`config.mk`:
```
export PLATFORM = sky130hd
export DESIGN_NAME = seq_ctrl_ws
export DESIGN_NICKNAME = d
export VERILOG_FILES = /design/src/rtl/seq_ctrl_ws.sv
export SDC_FILE = /design/constraint.sdc
export NUM_CORES = 1
export LEC_CHECK = 0
export CAP_MARGIN = 20
export CORE_MARGIN = 2
export CORE_UTILIZATION = 54
export CTS_BUF_LIST = sky130_fd_sc_hd__clkbuf_4
export DETAILED_ROUTE_END_ITERATION = 6
export GPL_ROUTABILITY_DRIVEN = 0
export PLACE_DENSITY = 0.91
export SLEW_MARGIN = 15
export SYNTH_ARGS = -nofsm -noshare
export SYNTH_HDL_FRONTEND = slang
export SYNTH_SLANG_ARGS = --single-unit
```
`constraint.sdc`:
```
create_clock -name clk -period 4.6 [get_ports clk]
set_input_delay 0.69 -clock clk [delete_from_list [all_inputs] [get_ports clk]]
set_output_delay 0.69 -clock clk [all_outputs]
set_load 0.005 [all_outputs]
```
`src/rtl/seq_ctrl_ws.sv`:
```
// Eight-phase VeriRISC instruction sequencer with memory wait states, timeout,
// sticky halt/resume, single-step pausing and a saturating retired-instruction count.
package typedefs;
  typedef enum logic [2:0] {
    HLT = 3'd0,
    SKZ = 3'd1,
    ADD = 3'd2,
    AND = 3'd3,
    XOR = 3'd4,
    LDA = 3'd5,
    STO = 3'd6,
    JMP = 3'd7
  } opcodes_t;
endpackage

module seq_ctrl_ws
  import typedefs::*;
#(
  parameter bit          WAIT_EN      = 1'b1,
  parameter int unsigned WAIT_TIMEOUT = 15,
  parameter int unsigned CNT_WIDTH    = 16
) (
  input  logic                    clk,
  input  logic                    rst,
  input  typedefs::opcodes_t      opcode,
  input  logic                    zero,
  input  logic                    mem_ready,
  input  logic                    resume,
  input  logic                    step_mode,
  input  logic                    step,
  output logic                    mem_rd,
  output logic                    mem_wr,
  output logic                    load_ir,
  output logic                    load_ac,
  output logic                    load_pc,
  output logic                    inc_pc,
  output logic                    halt,
  output logic                    bus_err,
  output logic [3:0]              phase,
  output logic [CNT_WIDTH-1:0]    instr_count
);

  typedef enum logic [3:0] {
    INST_ADDR  = 4'd0,
    INST_FETCH = 4'd1,
    INST_LOAD  = 4'd2,
    IDLE       = 4'd3,
    OP_ADDR    = 4'd4,
    OP_FETCH   = 4'd5,
    ALU_OP     = 4'd6,
    STORE      = 4'd7,
    HALTED     = 4'd8,
    PAUSED     = 4'd9,
    ERROR      = 4'd10
  } state_t;

  localparam int unsigned WCW = (WAIT_TIMEOUT > 1) ? $clog2(WAIT_TIMEOUT + 1) : 1;

  state_t                 state_q, state_d;
  logic [WCW-1:0]         wait_cnt_q, wait_cnt_d;
  logic [CNT_WIDTH-1:0]   instr_count_q, instr_count_d;

  logic rdy, rd_op, wait_ph, timed_out, retire;

  always_comb begin
    rdy       = mem_ready || !WAIT_EN;
    rd_op     = opcode inside {ADD, AND, XOR, LDA};
    timed_out = (WAIT_TIMEOUT != 0) && (wait_cnt_q == WCW'(WAIT_TIMEOUT - 1));

    mem_rd   = 1'b0;
    mem_wr   = 1'b0;
    load_ir  = 1'b0;
    load_ac  = 1'b0;
    load_pc  = 1'b0;
    inc_pc   = 1'b0;
    halt     = 1'b0;
    bus_err  = 1'b0;
    wait_ph  = 1'b0;
    retire   = 1'b0;
    state_d  = state_q;

    case (state_q)
      INST_ADDR:  state_d = INST_FETCH;
      INST_FETCH: begin
        mem_rd  = 1'b1;
        state_d = INST_LOAD;
      end
      INST_LOAD: begin
        mem_rd  = 1'b1;
        load_ir = rdy;
        wait_ph = 1'b1;
        state_d = IDLE;
      end
      IDLE: begin
        mem_rd  = 1'b1;
        load_ir = 1'b1;
        state_d = OP_ADDR;
      end
      OP_ADDR: begin
        inc_pc = 1'b1;
        if (opcode == HLT) begin
          halt    = 1'b1;
          state_d = HALTED;
        end else begin
          state_d = OP_FETCH;
        end
      end
      OP_FETCH: begin
        mem_rd  = rd_op;
        state_d = ALU_OP;
      end
      ALU_OP: begin
        state_d = STORE;
        if (rd_op) begin
          mem_rd  = 1'b1;
          load_ac = rdy;
          wait_ph = 1'b1;
        end else if (opcode == SKZ && zero) begin
          inc_pc = 1'b1;
        end else if (opcode == JMP) begin
          load_pc = 1'b1;
        end
      end
      STORE: begin
        if (rd_op) begin
          mem_rd  = 1'b1;
          load_ac = 1'b1;
        end
        if (opcode == JMP) begin
          inc_pc  = 1'b1;
          load_pc = 1'b1;
        end
        if (opcode == STO) begin
          mem_wr  = 1'b1;
          wait_ph = 1'b1;
        end
        retire  = 1'b1;
        state_d = step_mode ? PAUSED : INST_ADDR;
      end
      HALTED: begin
        halt = 1'b1;
        if (resume) state_d = INST_ADDR;
      end
      PAUSED: begin
        if (step) state_d = INST_ADDR;
      end
      ERROR: begin
        halt    = 1'b1;
        bus_err = 1'b1;
      end
      default: state_d = INST_ADDR;
    endcase

    // A stall overrides whatever advance the state decode chose above.
    wait_cnt_d = '0;
    if (wait_ph && !rdy) begin
      retire = 1'b0;
      if (timed_out) begin
        state_d = ERROR;
      end else begin
        state_d    = state_q;
        wait_cnt_d = (&wait_cnt_q) ? wait_cnt_q : wait_cnt_q + 1'b1;
      end
    end

    instr_count_d = instr_count_q;
    if (retire && !(&instr_count_q)) instr_count_d = instr_count_q + 1'b1;
  end

  always_ff @(posedge clk) begin
    if (rst) begin
      state_q       <= INST_ADDR;
      wait_cnt_q    <= '0;
      instr_count_q <= '0;
    end else begin
      state_q       <= state_d;
      wait_cnt_q    <= wait_cnt_d;
      instr_count_q <= instr_count_d;
    end
  end

  assign phase       = state_q;
  assign instr_count = instr_count_q;

endmodule

```
==> reports/results.ini, run 1 <==
[timing]
final-hold-violation-count=0
post-route-period-util_pct=70.22
worstMarginPinSlew_ns=1.021
setup_violations=0
maxSlewViolCount=0
finalClockSkew_ns=0.007687
clock.fmax_ghz=0.3096
setup_tns_ns=0
rsz0062_at_grt=no
min_period_ns=3.230
maxSlewHeadroom_pct=31.71

[route]
finalWirelength_microns=3764
vias=1558
drc_errors=0
vias_per_cell=6.519
antenna_left=0
wl_per_cell_microns=15.75
drt_iter0_markers=51
first_pass_iters=4

[synth]
synth_warnings=0
syn_avg_cell_area_sq_um=8.136
synth_cell_type_count=46
ys_seq_area_share_pct=32.63
yosysMostFrequentCell=dfxtp_1
async_flop_share_pct=0
synth_edf_count=0
synth_cells=181
ys_ff_latch=24
ys_top_cells_by_area=dfxtp_1 33%, a21oi_1 6.1%, or4_1 5.6%
netlist_top_cells_count=24 x dfxtp_1, 18 x a21oi_1, 12 x nand2_1, 12 x nand3_1, 11 x or4_1
synth_flop_cell=dfxtp_1
netlist_area_sq_mm=0.001473
syn_nets=194
synth_top_cell_by_area=dfxtp_1
synth_top_area_share_pct=32.63

[grt]
grt_pass1_vias=1405
grt_overflow=0
track_usage_pct=24.07
grt_max_degree=27
antenna_found_initial=0
grt_pass1_wl_microns=6279

[power_and_ir_drop]
vdd_drop_max_uv=194.9
p_leak_uw=0.0005450
power.density_mw_per_mm2=225.2

[place]
dp_hpwl_microns=2764
dpl_cell_area_sq_mm=0.001834
io_buffers=37

[worst_setup_path]
r2r-end=phase[1]
cp-start-kind=primary input
ff2ff_path_depth=4
r2r_setup_slack_ns=2.49
end_kind=output port
crit_cells=5
cp.buffers_inverters=2
cp.required_ns=3.91
slowest_delay_ns=0.54
path_delay_family=buffers and inverters
critPathKind=primary input to output port
critical_path.cell_chain=clkdlybuf4s50_1 > nor4_1 > nand2_1 > a21oi_1 > clkdlybuf4s50_1
cpMaxStageDelayCell=clkdlybuf4s50_1
path_max_fanout=7
startpoint=opcode[1]
cp.arrival_ns=2.54
r2r_start=phase[1]
critPathCapture=halt
cpMostUsedCell=clkdlybuf4s50_1

[die]
io_pins=38
die_area_sq_mm=0.003161
start_util_pct=58.38
rows=18
core_sq_mm=0.002522
die_x_microns=56.22
die_h_microns=56.22

[clock_network]
ctsHtreeMaxLevel=1
cts_num_sinks=24
post_cts_resized=0
root_buffer=clkbuf_4
cts_buffers=3
path_clk_slew_ns=0.13
cts_hold_buf=0
ctsLongestPathBuffers=2
clkLatencyLatePin_ns=0.31
cts_tree=yes
postCtsSetupBuffers=0

[cells_and_area]
ff_latch_area_sq_um=480.5
nNetsFinal=224
design_area_sq_mm=0.001857
area_growth_pct=26.08
n_antenna_cell=0
fillCellCount=197
drive_gt1_share_pct=4.785
finish.utilization_pct=73.61
multi_input_area_sq_um=915.9

[worst_hold_path]
min_path_type=flop to flop

[status]
outcome=finished clean

[run]
drv_cap=0

## worst min-delay path by stage
stage,endpoint,startpoint,cells after the start
6_report,instr_count[9],instr_count[9],2
5_1_grt,instr_count[9],instr_count[9],2
4_1_cts,instr_count[5],instr_count[5],2
3_5_place_dp,instr_count[5],instr_count[5],2
3_3_place_gp,instr_count[5],instr_count[5],2
2_1_floorplan,instr_count[5],instr_count[5],2
## per-stage QoR
step / total power, uW / cells / worst slack [ns] / hold slack, ns
finish: 418.2 / 239 / 1.370 / 0.5204
global route: 435.9 / 239 / 1.302 / 0.5412
CTS: 419.4 / 239 / 1.389 / 0.5184
detailed placement: 331.0 / 236 / 1.397 / 0.4980
global placement: 325.9 / 236 / 1.470 / 0.4806
floorplan: 286.8 / 181 / 2.436 / 0.4767
## cell usage in the layout (no fill, tap or decap), drive strengths merged, types with 3 or more instances in the layout
cell type and instances:
nand4 6, or4 11, clkbuf 3, nand3 12
nor3 4, ha 3, clkdlybuf4s50 37, o21ai 5
nor2 10, a2111oi 4, a21oi 18, a211oi 3
and4 4, nand2 12, inv 8, dfxtp 24
o31ai 10
## registers in the layout, indices dropped and copies added, names as in the netlist
register,count
phase,4
instr_count,16
wait_cnt_q,4
## power by group
group	switching, uW	internal, uW	total, uW
Sequential	20.7	214	235
Clock	60.5	30.6	91.0
Combinational	41.6	50.6	92.1
Total	123	296	418
## cell type report
type                       instances  area share (%)
timing repair buffer              37           19.95
multi-input combinational        137           49.33
inverter                           8           1.617
tap                               30           2.022
clock buffer                       3           1.213
sequential                        24           25.88
## logic make-up (layout without fill, tap and decap cells)
logic type                 count (synthesis)  after routing  synth area share (%)
and+or+nand+nor                           77             77                 30.93
AOI/OAI and AO/OA                         53             53                 26.17
DFF                                       24             24                 32.63
buffers and inverters                     20             48                 5.182
adders and majority gates                  3              3                 2.549
xor gates and xnor gates                   3              3                 1.785
muxes                                      1              1                0.7646
## worst register-to-register path, stage by stage (launching register included)
cell and delay, ns:
dfxtp_1 0.62, and4b_1 0.36, or4b_4 0.53, a32o_1 0.30
a2111oi_2 0.21
## layer usage
layer,vias up,routed length (microns),GRT usage [%]
li1,761,-,-
met2,52,1824,42.86
met4,0,76,8.163
met3,10,180,3.488
met1,735,1681,29.37
met5,-,0,0
Note: power is estimated with default switching activity, not from simulation.
==> run 2, diff against run 1 <==
--- a/config.mk
+++ b/config.mk
@@ -7,11 +7,11 @@
 export LEC_CHECK = 0
 export CAP_MARGIN = 20
 export CORE_MARGIN = 2
-export CORE_UTILIZATION = 54
+export CORE_UTILIZATION = 45
 export CTS_BUF_LIST = sky130_fd_sc_hd__clkbuf_4
 export DETAILED_ROUTE_END_ITERATION = 6
 export GPL_ROUTABILITY_DRIVEN = 0
-export PLACE_DENSITY = 0.91
+export PLACE_DENSITY = 0.82
 export SLEW_MARGIN = 15
 export SYNTH_ARGS = -nofsm -noshare
 export SYNTH_HDL_FRONTEND = slang
==> constraint.sdc (replaced) <==
create_clock -name clk -period 2.9 [get_ports clk]
set_input_delay 0.435 -clock clk [delete_from_list [all_inputs] [get_ports clk]]
set_output_delay 0.435 -clock clk [all_outputs]
set_load 0.005 [all_outputs]
==> reports/results.ini, run 2 (synthesis gave the netlist of run 1 again) <==
[grt]
grt_overflow=0
grt_max_degree=22
grt_pass1_wl_microns=6237
grt_pass1_vias=1389
track_usage_pct=21.85
antenna_found_initial=0

[die]
core_sq_mm=0.003078
start_util_pct=47.85
io_pins=38
rows=20
die_h_microns=61.21
die_area_sq_mm=0.003746
die_x_microns=61.21

[cells_and_area]
ff_latch_area_sq_um=480.5
largest_reg_flops=16
finish.utilization_pct=62.11
fillCellCount=298
area_growth_pct=29.82
multi_input_area_sq_um=915.9
drive_gt1_share_pct=5.687
design_area_sq_mm=0.001912
nNetsFinal=225
final_cell_mix=37 x clkdlybuf4s50_1, 24 x dfxtp_1, 18 x a21oi_1
mostFrequentLayoutCell=clkdlybuf4s50_1
n_antenna_cell=0

[worst_setup_path]
path_max_fanout=7
r2r-end=instr_count[13]
cp-start-kind=primary input
cp.arrival_ns=2.25
end_kind=output port
path_delay_family=buffers and inverters
slowest_delay_ns=0.53
r2r_setup_slack_ns=0.74
ff2ff_path_depth=4
cpMaxStageDelayCell=clkdlybuf4s50_1
critPathKind=primary input to output port
critical_path.cell_chain=clkdlybuf4s50_1 > nor4_1 > nand2_1 > a21oi_1 > clkdlybuf4s50_1
cpMostUsedCell=clkdlybuf4s50_1
cp.required_ns=2.47
r2r_start=phase[1]
cp.buffers_inverters=2

[place]
dp_hpwl_microns=2848
dpl_cell_area_sq_mm=0.001859
io_buffers=37
place_ws_ns=0.2242

[clock_network]
cts_buffers=3
cts_hold_buf=0
cts_num_sinks=24
root_buffer=clkbuf_4
post_cts_resized=0
path_clk_slew_ns=0.14
ctsHtreeMaxLevel=1
clkLatencyLatePin_ns=0.33
cts_tree=yes
ctsLongestPathBuffers=2
postCtsSetupBuffers=0

[route]
first_pass_iters=4
antenna_left=0
highest_layer=met4
finalWirelength_microns=3858
wl_met1_microns=1768
route.met3.wl_microns=150
drt_iter0_markers=94
dr_wl_met2_microns=1893
drc_errors=0
wl_per_cell_microns=15.13
vias=1548
vias_per_cell=6.071

[timing]
fin_ws_ns=0.2195
setup_violations=0
worstMarginPinSlew_ns=0.5940
maxSlewHeadroom_pct=60.09
rsz0062_at_grt=no
clock.fmax_ghz=0.3731
finalClockSkew_ns=0.01155
post-route-period-util_pct=92.43
setup_tns_ns=0
maxSlewViolCount=0
final-hold-violation-count=0
min_period_ns=2.680

[run]
drv_cap=0

[power_and_ir_drop]
p_leak_uw=0.0005640
power.internal_uw=561.0
finalPower_uw=764.5
power.density_mw_per_mm2=399.9
seq_power_share_pct=48.7
p_sw_share_pct=26.62
clock_power_share_pct=32.1
power_frac_comb_pct=19.2
vdd_drop_max_uv=383.1
p_sw_uw=203.5

[worst_hold_path]
min_path_type=flop to flop
whs_endpoint=instr_count[5]
min-delay-start=instr_count[5]
holdPathStages=2

[status]
outcome=finished clean

[run 2: metrics by stage]
stage                     hold WS, ns  cells
after floorplan                0.4767    181
after global placement         0.4825    251
after detailed placement       0.5015    251
after CTS                      0.5231    255
after global routing           0.5516    255
final                          0.5234    255
[run 2: worst register-to-register path: cells and delay by family (launching register included)]
family / cells / cell delay, ns
and+or+nand+nor: 3 / 1.08
DFF: 1 / 0.61
muxes: 1 / 0.38
[run 2: worst max-delay path by stage]
stage	start	endpoint	slack, ns	cells past startpoint
floorplan	phase[3]	phase[1]	1.09	5
global placement	opcode[1]	halt	0.26	5
detailed placement	opcode[1]	halt	0.22	5
CTS	opcode[1]	halt	0.22	5
global route	opcode[1]	halt	0.12	5
finish	opcode[1]	halt	0.22	5
[run 2: final cells by class]
type	count	area share (%)
Timing Repair Buffer	38	19.76
Multi-Input combinational cell	137	47.91
Clock inverter	1	1.571
Inverter	8	1.571
Sequential cell	24	25.13
Clock buffer	3	1.178
Tap cell	44	2.880
[run 2: layer usage]
| metal | up-vias | GRT usage (%) |
|---|---|---|
| li1 | 762 | - |
| met4 | 0 | 7.453 |
| met1 | 745 | 29.66 |
| met3 | 5 | 3.571 |
| met2 | 36 | 35.26 |
| met5 | - | 0 |
[run 2: power by group through the flow]
| stage | sequential, uW | clock (uW) | combinational (uW) |
|---|---|---|---|
| final | 373 | 245 | 147 |
| after global routing | 377 | 259 | 161 |
| after CTS | 371 | 245 | 146 |
| after detailed placement | 379 | 0 | 146 |
| after global placement | 378 | 0 | 141 |
| after floorplan | 356 | 0 | 99.0 |
